[config.mk]
export PLATFORM = sky130hd
export DESIGN_NAME = forward_publisher
export DESIGN_NICKNAME = d
export VERILOG_FILES = /design/src/rtl/defs.sv /design/src/rtl/forward_tag_match.sv /design/src/rtl/forward_publisher.sv
export SDC_FILE = /design/constraint.sdc
export NUM_CORES = 1
export LEC_CHECK = 0
export ABC_AREA = 1
export CAP_MARGIN = 10
export CORE_MARGIN = 8
export CORE_UTILIZATION = 40
export CTS_CLUSTER_SIZE = 20
export DETAILED_ROUTE_END_ITERATION = 16
export PLACE_DENSITY = 0.85
export SETUP_SLACK_MARGIN = 0.4
export SLEW_MARGIN = 15
export SYNTH_ARGS = -nofsm -noshare
export SYNTH_HDL_FRONTEND = slang
export SYNTH_HIERARCHICAL = 1
export SYNTH_SLANG_ARGS = --single-unit
[constraint.sdc]
create_clock -name clock -period 5.3 [get_ports clock]
set_clock_uncertainty 0.1 [all_clocks]
set_input_delay 1.06 -clock clock [delete_from_list [all_inputs] [get_ports clock]]
set_output_delay 1.06 -clock clock [all_outputs]
set_load 0.01 [all_outputs]
[src/rtl/defs.sv]
// Shared forwarding-network types: register address, the published forward
// port, and the publisher entry state.
package defs;

    localparam int FWD_DATA_W = 32;

    typedef logic [4:0] RegAddr;

    localparam RegAddr REG_ZERO = 5'b00000;

    typedef struct packed {
        RegAddr                addr;
        logic                  write;
        logic                  eval;
        logic [FWD_DATA_W-1:0] value;
    } ForwardPort;

    typedef enum logic [1:0] {
        IDLE = 2'd0,
        WAIT = 2'd1,
        DONE = 2'd2
    } PubState_t;

endpackage

[src/rtl/forward_tag_match.sv]
// Late-result tag compare and same-cycle bypass of the late value over the
// held value.
module forward_tag_match #(
    parameter int DATA_W = 32,
    parameter int TAG_W  = 3
) (
    input  logic              in_wait,
    input  logic              late_valid,
    input  logic [TAG_W-1:0]  late_tag,
    input  logic [TAG_W-1:0]  tag,
    input  logic [DATA_W-1:0] late_value,
    input  logic [DATA_W-1:0] held_value,
    output logic              match,
    output logic [DATA_W-1:0] value
);

    assign match = in_wait & late_valid & (late_tag == tag);
    assign value = match ? late_value : held_value;

endmodule

[src/rtl/forward_publisher.sv]
// Holds one stage's pending register write, publishes it on the forwarding
// network, captures a late result by tag and retires the write to writeback.
module forward_publisher
    import defs::*;
#(
    parameter int DATA_W = 32,
    parameter int TAG_W  = 3,
    parameter int CNT_W  = 8
) (
    input  logic              clock,
    input  logic              reset,
    input  logic              hold,
    input  logic              flush,
    input  logic              in_valid,
    input  logic              in_write,
    input  logic [4:0]        in_addr,
    input  logic              in_eval,
    input  logic [DATA_W-1:0] in_value,
    input  logic [TAG_W-1:0]  in_tag,
    input  logic              late_valid,
    input  logic [TAG_W-1:0]  late_tag,
    input  logic [DATA_W-1:0] late_value,
    output ForwardPort        port,
    output logic              stall_req,
    output logic              wb_valid,
    output logic [4:0]        wb_addr,
    output logic [DATA_W-1:0] wb_value,
    output logic [CNT_W-1:0]  wait_cycles,
    output PubState_t         state
);

    PubState_t         state_q;
    PubState_t         state_d;
    RegAddr            addr_q;
    logic [DATA_W-1:0] value_q;
    logic [TAG_W-1:0]  tag_q;

    logic              match;
    logic              resolved;
    logic              load;
    logic              load_write;
    logic [DATA_W-1:0] eff_value;

    forward_tag_match #(
        .DATA_W (DATA_W),
        .TAG_W  (TAG_W)
    ) u_tag_match (
        .in_wait    (state_q == WAIT),
        .late_valid (late_valid),
        .late_tag   (late_tag),
        .tag        (tag_q),
        .late_value (late_value),
        .held_value (value_q),
        .match      (match),
        .value      (eff_value)
    );

    assign resolved   = (state_q == DONE) | match;
    assign stall_req  = (state_q == WAIT) & ~match;
    assign load       = ~hold & ~stall_req;
    // Register 0 is hardwired, so a write to it is treated as a bubble.
    assign load_write = in_valid & in_write & (in_addr != REG_ZERO);
    assign state      = state_q;

    always_ff @(posedge clock) begin
        if (reset) begin
            state_q     <= IDLE;
            addr_q      <= '0;
            value_q     <= '0;
            tag_q       <= '0;
            wait_cycles <= '0;
        end else begin
            state_q <= state_d;
            if (flush) begin
                wait_cycles <= '0;
            end else if (load) begin
                wait_cycles <= '0;
                if (load_write) begin
                    addr_q  <= in_addr;
                    value_q <= in_value;
                    tag_q   <= in_tag;
                end
            end else if (match) begin
                value_q <= late_value;
            end else if (state_q == WAIT && wait_cycles != '1) begin
                wait_cycles <= wait_cycles + 1'b1;
            end
        end
    end

    always_comb begin
        state_d = state_q;
        if (flush) begin
            state_d = IDLE;
        end else if (load) begin
            if (load_write) state_d = in_eval ? DONE : WAIT;
            else            state_d = IDLE;
        end else if (match) begin
            state_d = DONE;
        end
    end

    always_comb begin
        port     = '0;
        wb_valid = 1'b0;
        wb_addr  = '0;
        wb_value = '0;
        if (state_q != IDLE) begin
            port.addr  = addr_q;
            port.write = 1'b1;
            port.eval  = resolved;
            port.value = eff_value;
        end
        // The entry leaves only when the stage advances and replaces it.
        if (resolved && !hold && !flush) begin
            wb_valid = 1'b1;
            wb_addr  = port.addr;
            wb_value = port.value;
        end
    end

endmodule

==> results of run 1 <==
[cell type report]
type                    count  area [sq um]
flip-flops and latches     50          1000
repair buffers            177          1750
clock inverters             3          68.8
well taps                 111           139
clock buffers               5          68.8
fillers                   871          3610
multi-input cells         507          2140
inverters                  98           368
[flip-flops by register name, indices dropped and copies added (netlist names)]
| signal | count |
|---|---|
| addr_q | 5 |
| state | 2 |
| tag_q | 3 |
| wait_cycles | 8 |
| value_q | 32 |
[final timing paths]
| path | slack (ps) | from | cells past startpoint | endpoint |
|---|---|---|---|---|
| max | 660 | late_tag[1] | 13 | wb_value[7] |
| min reg2reg | 400 | addr_q[3] | 2 | addr_q[3] |
| max reg2reg | 1810 | state[0] | 17 | value_q[3] |
| min | 400 | addr_q[3] | 2 | addr_q[3] |
[cell families after synthesis]
logic type,count (synthesis)
AO/OA/AOI/OAI,18
XOR/XNOR,4
adder cells (fa/ha/maj),1
buffers and inverters,135
flip-flops,50
AND/OR/NAND/NOR,484
[cell usage after synthesis, types with 2 or more instances]
library cell,number
a21oi_1,10
nand2_2,5
buf_4,6
buf_1,5
buf_6,9
nand2_1,263
buf_2,10
nor2_1,127
clkbuf_1,7
nor2_2,2
inv_2,6
inv_1,92
nor3_1,38
nand4_1,3
dfxtp_1,50
o21ai_0,8
nand3_1,39
nand2_4,3
xor2_1,3
[layer usage]
metal  routed length, um  part of all wire (%)  vias up  GRT usage, %
li1                    -                     -     2351             -
met1                5040                    43     1861          19.9
met2                5510                    47      138          32.0
met3                 896                   7.7       12          5.27
met4                 177                   1.5        0          4.23
met5                   0                     0        -             0
[tightest hold or removal path, stage by stage (launching register included)]
cell and delay, ps:
dfxtp_1 340, nor2_1 50, nor2_1 80
[stage by stage]
stage                     total power [W]  setup WS [ps]  instances  util, %  hold slack, ps
after detailed placement         0.000619            674        943     59.0             378
after global routing             0.000987            500        951     60.5             451
after CTS                        0.000938            664        951     60.5             400
after floorplan                  0.000529           1630        692        -             355
after global placement           0.000616            754        943     59.0             365
final                            0.000931            661        951     60.5             399
[cell usage in the layout, fill, tap and decap left out, types with 3 or more instances in the layout]
cell and instances:
clkbuf_8 5, clkdlybuf4s50_1 170, xor2_1 3, nand2_1 263, inv_2 6, nor3_1 38
nand3_1 39, o21ai_0 8, nand2_2 5, a21oi_1 10, inv_1 92, nand2_4 3
buf_4 7, nor2_1 126, dfxtp_1 50, nand4_1 3
[power by group through the flow]
stage               Sequential (W)  Clock (W)  Combinational [W]
global route              0.000405   0.000346           0.000235
finish                    0.000403   0.000321           0.000207
floorplan                 0.000409          0           0.000119
global placement          0.000410          0           0.000206
CTS                       0.000403   0.000327           0.000208
detailed placement        0.000412          0           0.000207
==> flow_summary.json, run 1 <==
{
  "status": "complete, no violations",
  "die_w_um": 113,
  "dieArea_sq_um": 12700,
  "viasPerCell": 4.59,
  "synth_cell_types": 25,
  "hold_buffers": 0,
  "core_sq_um": 9150,
  "start_kind": "input port",
  "p_leak_nw": 2.60,
  "finalMaxSlewViolations": 0,
  "synth.area.top_cells": "dfxtp_1 (27%), nand2_1 (26%), nor2_1 (13%)",
  "placed_cell_area_sq_um": 5400,
  "first_pass_iters": 4,
  "drive_gt1_share_pct": 4.17,
  "area_delta_synth_final_pct": 48.0,
  "finalSetupViolations": 0,
  "clock-root-buffer": "clkbuf_8",
  "hold_violations": 0,
  "grt_pass1_wl_mm": 18.9,
  "wl_per_cell_um": 12.2,
  "clockPowerShare_pct": 34.5,
  "final_net_count": 923,
  "seq_area_frac_synth_pct": 26.7,
  "critPathTopFamily": "buffers and inverters",
  "worstMarginPinSlew_ps": 761,
  "synth_top_area_share_pct": 26.7,
  "synth_flop_cell": "dfxtp_1",
  "p_int_w": 0.000682,
  "fin_crit_ps": 4640,
  "grt_pass1_vias": 4101,
  "synth_seq_cells": 50,
  "required_ps": 4140,
  "antenna_found_initial": 0,
  "clk_path_buf_depth": 2,
  "cp_max_fo": 17,
  "synth_compound_area_share_pct": 2.41,
  "synth_top_family_by_area": "simple AND/OR/NAND/NOR gates",
  "path_clk_slew_ps": 90,
  "vias": 4362,
  "insertion_delay_ps": 300,
  "muxShareOfSynthArea_pct": 0,
  "clock.fmax_ghz": 0.216,
  "ios": 171,
  "cts_max_level": 2,
  "crit_buf_inv": 6,
  "start_util_pct": 40.9,
  "routed_wl_mm": 11.6,
  "pwr-share-comb_pct": 22.3,
  "yosys.area.top_type": "dfxtp_1",
  "grt_max_degree": 65,
  "swShare_pct": 26.8,
  "p_per_area_nw_per_um2": 168,
  "drtIter0Drc": 192,
  "post_cts_buffers": 0,
  "ys_warn_count": 6,
  "fp-row-count": 35,
  "p_seq_share_pct": 43.3,
  "tns_ps": 0,
  "rsz0062_at_grt": "no",
  "portBuffers": 170,
  "critPathCaptureType": "primary output",
  "syn_area_sq_um": 3740,
  "synthAdderAreaFrac_pct": 0.334,
  "cpMaxStageDelayCell": "clkdlybuf4s50_1",
  "arrival_ps": 3480,
  "ant_nets": 0,
  "syn_inst": 692,
  "synthXorXnorAreaFrac_pct": 0.936,
  "die_h_um": 113,
  "worst-setup-path-type": "in2out",
  "detailed_place_hpwl_mm": 8.64,
  "overflow": 0,
  "drc": 0,
  "cap_violations": 0,
  "synth_simple_gate_area_share_pct": 53.3,
  "hold_path.class": "reg2reg",
  "antenna_cells": 0,
  "worstPathCellList": "clkdlybuf4s50_1 -> inv_1 -> nand2_1 -> nand2_1 -> nor2_8 -> nand2_4 -> inv_2 -> inv_2 -> a21oi_1 -> nand3_1 -> buf_4 -> nor3_1 -> clkdlybuf4s50_1",
  "cts_tree": "done",
  "vdd_drop_max_v": 0.000157,
  "synthArstFlopShare_pct": 0,
  "cts_sinks": 50,
  "gp_congestion": 0.796,
  "slowest_delay_ps": 600,
  "track_usage_pct": 17.7,
  "synthesis.nets": 776,
  "max-slew-margin-rel_pct": 49.1,
  "numCtsBuffers": 5,
  "avgSynthCellArea_sq_um": 5.41,
  "final.period_utilization_pct": 87.5,
  "synth_edf_count": 0,
  "postLayoutCellArea_sq_um": 5540,
  "p_switching_w": 0.000250,
  "cts_resized": 0
}
No activity file was read; power rests on OpenSTA's default activity.
==> run 2: changes to the inputs <==
- CELL_PAD_IN_SITES_DETAIL_PLACEMENT: not set -> 1
- CELL_PAD_IN_SITES_GLOBAL_PLACEMENT: not set -> 1
- CORE_UTILIZATION: 40 -> 29
- PLACE_DENSITY: 0.85 -> 0.94
==> flow_summary.json, run 2 (same netlist as run 1, synthesis figures left out) <==
{
  "first_pass_iters": 4,
  "die_h_um": 130,
  "die_w_um": 130,
  "postLayoutCellArea_sq_um": 5680,
  "final.period_utilization_pct": 85.6,
  "r2r-start": "state[0]",
  "dieArea_sq_um": 16800,
  "portBuffers": 170,
  "drive_gt1_share_pct": 4.29,
  "clock.fmax_ghz": 0.220,
  "required_ps": 4140,
  "p_leak_nw": 2.63,
  "grt_pass1_vias": 4751,
  "cp_max_fo": 32,
  "hp-start": "addr_q[3]",
  "cts_max_level": 2,
  "path_clk_slew_ps": 70,
  "r2r-end": "value_q[22]",
  "hold_path.class": "reg2reg",
  "area_delta_synth_final_pct": 51.8,
  "insertion_delay_ps": 290,
  "viasPerCell": 4.51,
  "r2r_cells": 17,
  "holdPathStages": 2,
  "drtIter0Drc": 160,
  "multi_input_area_sq_um": 2140,
  "p_int_w": 0.000776,
  "final_net_count": 923,
  "post_cts_buffers": 0,
  "final_common_cell": "nand2_1",
  "register_area_sq_um": 1000,
  "largest_reg_flops": 32,
  "status": "complete, no violations",
  "worstHoldEndpoint": "addr_q[3]",
  "drc": 0,
  "cap_violations": 0,
  "finalSetupViolations": 0,
  "vdd_drop_max_v": 0.000103,
  "cts_sinks": 50,
  "wl_per_cell_um": 14.0,
  "hold_violations": 0,
  "pwr-share-comb_pct": 20.4,
  "start_kind": "input port",
  "max-slew-margin-rel_pct": 49.0,
  "final_cell_mix": "nand2_1 (263), clkdlybuf4s50_1 (170), nor2_1 (126), inv_1 (92), dfxtp_1 (50)",
  "swShare_pct": 26.0,
  "top_regs": "value_q (32), wait_cycles (8), addr_q (5)",
  "vias": 4562,
  "tns_ps": 0,
  "cp-startpoint": "late_tag[1]",
  "worstMarginPinSlew_ps": 762,
  "worst-setup-path-type": "in2out",
  "grt_pass1_wl_mm": 22.5,
  "p_switching_w": 0.000273,
  "arrival_ps": 3380,
  "cts_resized": 0,
  "finalMaxSlewViolations": 0,
  "ios": 171,
  "overflow": 0,
  "ff2ff_setup_slack_ps": 1940,
  "numCtsBuffers": 5,
  "grt_max_degree": 65,
  "n_fill_cell": 1731,
  "fin_crit_ps": 4540,
  "routed_wl_mm": 14.2,
  "fp-row-count": 41,
  "clock-root-buffer": "clkbuf_16",
  "clk_path_buf_depth": 2,
  "antenna_found_initial": 0,
  "rsz0062_at_grt": "no",
  "hold_buffers": 0,
  "detailed_place_hpwl_mm": 10.6,
  "core_sq_um": 12600,
  "clockPowerShare_pct": 41.2,
  "ant_nets": 0,
  "gp_congestion": 0.753,
  "placed_cell_area_sq_um": 5480,
  "critPathCaptureType": "primary output",
  "largest_register": "value_q",
  "cts_tree": "done",
  "fin_util_pct": 45.0,
  "antenna_cells": 0,
  "start_util_pct": 29.7,
  "p_per_area_nw_per_um2": 185,
  "track_usage_pct": 16.4,
  "p_seq_share_pct": 38.4
}
run 2: cell types whose count changed in the layout (fill, tap and decap cells not counted):
cell	change
clkbuf_16	+5
clkbuf_8	-4
clkinv_4	-1
nand3_1	-1
nand3_2	+1
run 2: worst max-delay path, stage by stage:
cell             delay, ps
clkdlybuf4s50_1        500
inv_1                   60
nand2_1                 60
nand2_1                120
nor2_8                 120
buf_4                  360
nand3_1                120
nand2_1                100
inv_1                   50
nor3_1                 200
clkdlybuf4s50_1        620
run 2: through the flow:
stage | total power [W] | setup WS, ps | hold slack [ps] | cells
after global routing | 0.00110 | 586 | 441 | 1012
after CTS | 0.00106 | 724 | 409 | 1012
after detailed placement | 0.000628 | 728 | 393 | 1004
final | 0.00105 | 764 | 408 | 1012
after global placement | 0.000621 | 796 | 381 | 1004
after floorplan | 0.000529 | 1630 | 355 | 692
run 2: power by group through the flow:
stage	sequential [W]	clock, W	combinational (W)
after global placement	0.000411	0	0.000210
after CTS	0.000403	0.000441	0.000218
final	0.000403	0.000432	0.000214
after floorplan	0.000409	0	0.000119
after global routing	0.000405	0.000454	0.000242
after detailed placement	0.000412	0	0.000216
run 2: layout make-up:
| class | count | area share (%) |
|---|---|---|
| multi-input cells | 507 | 37.7 |
| repair buffers | 177 | 30.9 |
| flip-flops and latches | 50 | 17.6 |
| inverters | 98 | 6.47 |
| well taps | 172 | 3.79 |
| clock buffers | 6 | 2.44 |
| clock inverters | 2 | 1.06 |
run 2: how the worst max path moves through the flow:
| stage | to | depth (start not counted) |
|---|---|---|
| detailed placement | wb_addr[3] | 13 |
| global route | wb_value[3] | 11 |
| finish | wb_value[3] | 11 |
| floorplan | wb_addr[0] | 13 |
| CTS | wb_addr[3] | 13 |
| global placement | wb_value[3] | 13 |
run 2: layer usage:
layer / global-route usage (%) / vias up / wire [um]
met5: 0 / - / 0
met4: 4.17 / 0 / 235
met3: 3.90 / 18 / 779
met2: 30.0 / 111 / 7010
met1: 18.7 / 2079 / 6150
li1: - / 2354 / -
